--- src/rtl/mips_debug_pkg.sv ---
// rtl/mips_debug_pkg.sv - shared debug-link frame, select and state definitions
package mips_debug_pkg;

   typedef enum logic [1:0] {
      KIND_IDLE = 2'b00,
      KIND_DATA = 2'b01,
      KIND_EOD  = 2'b10,
      KIND_MODE = 2'b11
   } frame_kind_t;

   typedef enum logic [2:0] {
      ST_IDLE,
      ST_LOAD,
      ST_SEND,
      ST_EOD,
      ST_MODE
   } tx_state_t;

   localparam int FRAME_KIND_LSB  = 30;
   localparam int FRAME_IDX_LSB   = 16;
   localparam int FRAME_IDX_W     = 8;
   localparam int FRAME_PAYLOAD_W = 16;

   // Registers occupy 6'b0xxxxx; single-word specials sit at 6'b1000xx.
   localparam logic [5:0] SEL_PC         = 6'b100000;
   localparam logic [5:0] SEL_DMEM       = 6'b100001;
   localparam logic [5:0] SEL_IMEM       = 6'b100010;
   localparam logic [5:0] SEL_LATCH_BASE = 6'b100100;

   function automatic logic sel_is_word(input logic [5:0] sel);
      return !sel[5] || (sel[5:2] == 4'b1000);
   endfunction

   function automatic logic [31:0] make_frame(input frame_kind_t kind,
                                              input logic [FRAME_IDX_W-1:0] idx,
                                              input logic [FRAME_PAYLOAD_W-1:0] payload);
      return {kind, 6'b0, idx, payload};
   endfunction

endpackage

--- src/rtl/mips_debug_frame_tx.sv ---
// rtl/mips_debug_frame_tx.sv - chunks a word or latch strip into acked debug frames
module mips_debug_frame_tx
   import mips_debug_pkg::*;
#(
   parameter int NB_FRAME = 32,
   parameter int NB_CHUNK = 16,
   parameter int NB_STRIP = 256,
   parameter int NB_WORD  = 32
) (
   input  logic                i_clock,
   input  logic                i_reset,
   input  logic                i_read_request,
   input  logic [5:0]          i_request_select,
   input  logic                i_mode_request,
   input  logic                i_mode,
   input  logic [NB_WORD-1:0]  i_word_data,
   input  logic [NB_STRIP-1:0] i_strip_data,
   input  logic                i_ack,
   output logic [NB_FRAME-1:0] o_frame,
   output logic                o_busy
);

   localparam int STRIP_CHUNKS = NB_STRIP / NB_CHUNK;
   localparam int IDX_W        = $clog2(STRIP_CHUNKS) + 1;
   localparam logic [IDX_W-1:0] WORD_LAST  = IDX_W'(NB_WORD / NB_CHUNK - 1);
   localparam logic [IDX_W-1:0] STRIP_LAST = IDX_W'(STRIP_CHUNKS - 1);

   tx_state_t             state_q, state_d;
   logic [NB_FRAME-1:0]   frame_q, frame_d;
   logic [IDX_W-1:0]      idx_q, idx_d;
   logic [NB_STRIP-1:0]   buf_q, buf_d;
   logic                  word_sel_q, word_sel_d;
   logic [NB_STRIP-1:0]   src;
   logic [IDX_W-1:0]      last_idx;

   assign last_idx = word_sel_q ? WORD_LAST : STRIP_LAST;

   always_comb begin
      state_d    = state_q;
      frame_d    = frame_q;
      idx_d      = idx_q;
      buf_d      = buf_q;
      word_sel_d = word_sel_q;
      src        = word_sel_q ? NB_STRIP'(i_word_data) : i_strip_data;
      case (state_q)
         ST_IDLE: begin
            // A read wins over a coincident mode query; the query is dropped.
            if (i_read_request) begin
               word_sel_d = sel_is_word(i_request_select);
               state_d    = ST_LOAD;
            end else if (i_mode_request) begin
               frame_d = NB_FRAME'(make_frame(KIND_MODE, '0, {15'b0, i_mode}));
               state_d = ST_MODE;
            end
         end
         ST_LOAD: begin
            frame_d = NB_FRAME'(make_frame(KIND_DATA, '0,
                                           FRAME_PAYLOAD_W'(src[NB_CHUNK-1:0])));
            buf_d   = src >> NB_CHUNK;
            idx_d   = '0;
            state_d = ST_SEND;
         end
         ST_SEND: begin
            if (i_ack) begin
               idx_d = idx_q + 1'b1;
               if (idx_q == last_idx) begin
                  frame_d = NB_FRAME'(make_frame(KIND_EOD, FRAME_IDX_W'(idx_d), '0));
                  state_d = ST_EOD;
               end else begin
                  frame_d = NB_FRAME'(make_frame(KIND_DATA, FRAME_IDX_W'(idx_d),
                                                 FRAME_PAYLOAD_W'(buf_q[NB_CHUNK-1:0])));
                  buf_d   = buf_q >> NB_CHUNK;
               end
            end
         end
         ST_EOD, ST_MODE: begin
            if (i_ack) begin
               frame_d = '0;
               state_d = ST_IDLE;
            end
         end
         default: state_d = ST_IDLE;
      endcase
   end

   always_ff @(posedge i_clock) begin
      if (i_reset) begin
         state_q    <= ST_IDLE;
         frame_q    <= '0;
         idx_q      <= '0;
         buf_q      <= '0;
         word_sel_q <= 1'b0;
      end else begin
         state_q    <= state_d;
         frame_q    <= frame_d;
         idx_q      <= idx_d;
         buf_q      <= buf_d;
         word_sel_q <= word_sel_d;
      end
   end

   assign o_frame = frame_q;
   assign o_busy  = (state_q != ST_IDLE);

endmodule

--- config.mk ---
export PLATFORM = sky130hd
export DESIGN_NAME = mips_debug_frame_tx
export DESIGN_NICKNAME = d
export VERILOG_FILES = /design/src/rtl/mips_debug_pkg.sv /design/src/rtl/mips_debug_frame_tx.sv
export SDC_FILE = /design/constraint.sdc
export NUM_CORES = 1
export LEC_CHECK = 0
export CELL_PAD_IN_SITES_DETAIL_PLACEMENT = 1
export CELL_PAD_IN_SITES_GLOBAL_PLACEMENT = 2
export CORE_ASPECT_RATIO = 0.5
export CORE_MARGIN = 3
export CORE_UTILIZATION = 32
export CTS_CLUSTER_SIZE = 16
export DETAILED_ROUTE_END_ITERATION = 16
export GPL_ROUTABILITY_DRIVEN = 0
export GPL_TIMING_DRIVEN = 0
export PLACE_DENSITY = 0.88
export SETUP_SLACK_MARGIN = 0.4
export SYNTH_ARGS = -nofsm -noshare
export SYNTH_HDL_FRONTEND = slang
export SYNTH_SLANG_ARGS = --single-unit
--- constraint.sdc ---
create_clock -name i_clock -period 4.09 [get_ports i_clock]
set_input_delay 0.818 -clock i_clock [delete_from_list [all_inputs] [get_ports i_clock]]
set_output_delay 0.818 -clock i_clock [all_outputs]
set_load 0.05 [all_outputs]
==> flow_summary_export.csv <==
group,metric,value,unit
cts,cts_repair_resize_count,0,
timing,setup_viol,0,
pwr,p_leak,6.24,nW
critical_path,path_max_fanout,8,
cts,clock_sinks,272,
logic_synthesis,synth-edff-count,0,
logic_synthesis,synthesis.area,0.0140,mm^2
detailed_routing,drtPass1Iterations,5,
die,start_util,32.9,%
logic_synthesis,syn-instance-count,1597,
pwr,switching_power,0.00275,W
run_status,outcome,"finished, final reports clean",
detailed_routing,vias_per_cell,5.34,
detailed_routing,wl_per_cell,21.3,um
logic_synthesis,synth_top_area_share,39.0,%
layout,final_nets,2253,
detailed_routing,route.detailed.drc,0,
logic_synthesis,synthFlopType,"dfxtp_1",
timing,fin_crit_sh,76.1,%
die,chipHeight,154,um
logic_synthesis,synth.most_common_cell,"a21oi_1",
global_routing,busiest_layer,"met2",
timing,slew_headroom,29.4,%
timing,rsz0062_at_grt,"false",
placement,numPortBuffers,319,
global_routing,grt_util_met3,2.34,%
logic_synthesis,ys_seq_area_share,39.0,%
cts,clk_latency,550,ps
global_routing,met1_usage,30.6,%
global_routing,grt_overflow_total,0,
global_routing,grt_pass1_wl,83300,um
pwr,p_comb_share,29.3,%
timing,hold_ws,467,ps
die,std_cell_rows,53,
detailed_routing,drtAntennaViolNets,0,
global_routing,grt_pass1_vias,14175,
cts,post-cts-setup-buffers,0,
timing,tns,0,ps
global_routing,use_met2,38.8,%
cts,cts_tree,"built",
timing,hold_violations,0,
global_routing,grt_max_degree,15,
pwr,internal_power,0.00541,W
cts,path_clk_slew,70,ps
critical_path,cp-start-kind,"flop",
pwr,p_per_area,434,mW/mm^2
cts,cts-hold-fix-buffers,0,
logic_synthesis,yosysWarnings,0,
pwr,clkPwrFrac,30.7,%
die,dieArea,0.0463,mm^2
pwr,max-vdd-ir-drop,354,uV
logic_synthesis,synth_common_cells,"a21oi_1 (444), dfxtp_1 (272), nor3b_1 (210), a211oi_1 (119), clkbuf_1 (105)",
timing,slew_viol_final,0,
layout,drive_gt1_share,12.6,%
logic_synthesis,synth_cell_types,52,
layout,area_growth,34.6,%
cts,clock-root-buffer,"clkbuf_16",
die,io-pin-count,333,
logic_synthesis,synth_top_cell_by_area,"dfxtp_1",
critical_path,critical_path_class,"flop to output pin",
cts,cts-buffers-inserted,26,
timing,tightest_slew,1050,ps
run,maxCapViolations,0,
critical_path,cp.required,3270,ps
detailed_routing,num_vias,13623,
cts,ctsLongestPathBuffers,3,
cts,cts_htree_levels,1,
logic_synthesis,synth.area.top_cells,"dfxtp_1 (39%), a21oi_1 (16%), nor3b_1 (11%)",
logic_synthesis,synth_seq_cells,272,
die,core,0.0425,mm^2
die,die_x,301,um
placement,dp_hpwl,41900,um
critical_path,worstSetupEndpointType,"output pin",
logic_synthesis,avgSynthCellArea,8.75,um^2
pwr,p_seq_share,40.0,%
min_path,hold_class,"flop to flop",
logic_synthesis,ys_async_sr_fraction,0,%
detailed_routing,wl,54400,um
global_routing,antenna_found_initial,2,
timing,fmax,321,MHz
pwr,total_power,0.00816,W
pwr,netSwitchingFraction,33.6,%
layout,nFillCells,4947,
timing,period_minus_slack,3110,ps
timing,fin_skew,20.5,ps
detailed_routing,drt-initial-drc-count,727,
global_routing,grt_usage,22.6,%
critical_path,arrival,2290,ps
==> sequential cells by signal (all words and copies together) (netlist names) <==
| name | cells |
|---|---|
| word_sel_q | 1 |
| o_frame | 23 |
| state_q | 3 |
| buf_q | 240 |
| idx_q | 5 |
==> final cells by class <==
class,count,area (um^2),share of cell area [%]
Tap cell,577,722,3.84
Sequential cell,272,5450,29.0
Antenna cell,2,5.00,0.0266
Clock inverter,8,42.5,0.226
Buffer,210,998,5.31
Inverter,3,11.3,0.0599
Multi-Input combinational cell,1120,7540,40.1
Timing Repair Buffer,319,3190,17.0
Clock buffer,40,835,4.44
==> cells by family (layout without fill, tap and decap cells) <==
family / count (synthesis) / count (layout) / share of synthesized area (%)
xor+xnor: 4 / 4 / 0.251
compound gates: 754 / 754 / 35.4
flops: 272 / 272 / 39.0
mux: 33 / 33 / 2.36
fa+ha+maj: 1 / 1 / 0.0896
buf+inv: 213 / 580 / 7.23
other cells: 1 / 11 / 0.0268
simple gates: 319 / 319 / 15.6
==> per-stage QoR <==
step | instances | utilization, % | cell area [um^2] | setup slack (ps)
3_5_place_dp | 2501 | 42.1 | 17900 | 1300
2_1_floorplan | 1605 | - | 14000 | 1970
6_report | 2551 | 44.2 | 18800 | 978
3_3_place_gp | 2501 | 42.1 | 17900 | 1310
5_1_grt | 2551 | 44.2 | 18800 | 871
4_1_cts | 2549 | 44.2 | 18800 | 944
==> cell usage in the layout, fill, tap and decap left out, drive strengths merged, types with 2 or more instances in the layout <==
master           n
a211oi         209
a21o             2
a21oi          445
a31oi           18
buf            105
clkbuf         145
clkdlybuf4s50  319
clkinv           7
conb             9
dfxtp          272
diode            2
inv              3
mux2i           33
nand2           24
nand2b          17
nand3            7
nand3b           2
nand4           16
nor2            23
nor2b            5
nor3             6
nor3b          211
nor4             2
o2111ai         16
o211ai           2
o21a             2
o21ai           36
o2bb2ai         15
or3b             2
xnor2            2
xor2             2
==> final timing paths <==
check / from / end / slack (ps) / cells after the start
max: state_q[2] / o_busy / 980 / 4
min: o_frame[19] / o_frame[19] / 470 / 2
max reg2reg: state_q[2] / buf_q[126] / 1480 / 7
min reg2reg: o_frame[19] / o_frame[19] / 470 / 2
==> layer usage <==
layer	up-vias	share of wire, %	wire length (um)
li1	6737	-	-
met1	6598	47	25400
met2	222	48	26300
met3	66	2.8	1540
met4	0	2.2	1200
met5	-	0	0
==> power by group through the flow <==
stage	Sequential [W]	Clock [W]	Combinational (W)
global route	0.00330	0.00267	0.00264
floorplan	0.00323	0	0.00155
global placement	0.00330	0	0.00234
CTS	0.00325	0.00255	0.00240
finish	0.00326	0.00251	0.00239
detailed placement	0.00331	0	0.00238
==> worst max-delay path, cell delays in order (launching register included) <==
cell             delay [ps]
dfxtp_1                 300
buf_2                   170
nor3_1                  390
inv_1                   150
clkdlybuf4s50_1         740
Power figures use the tool's default switching activity.
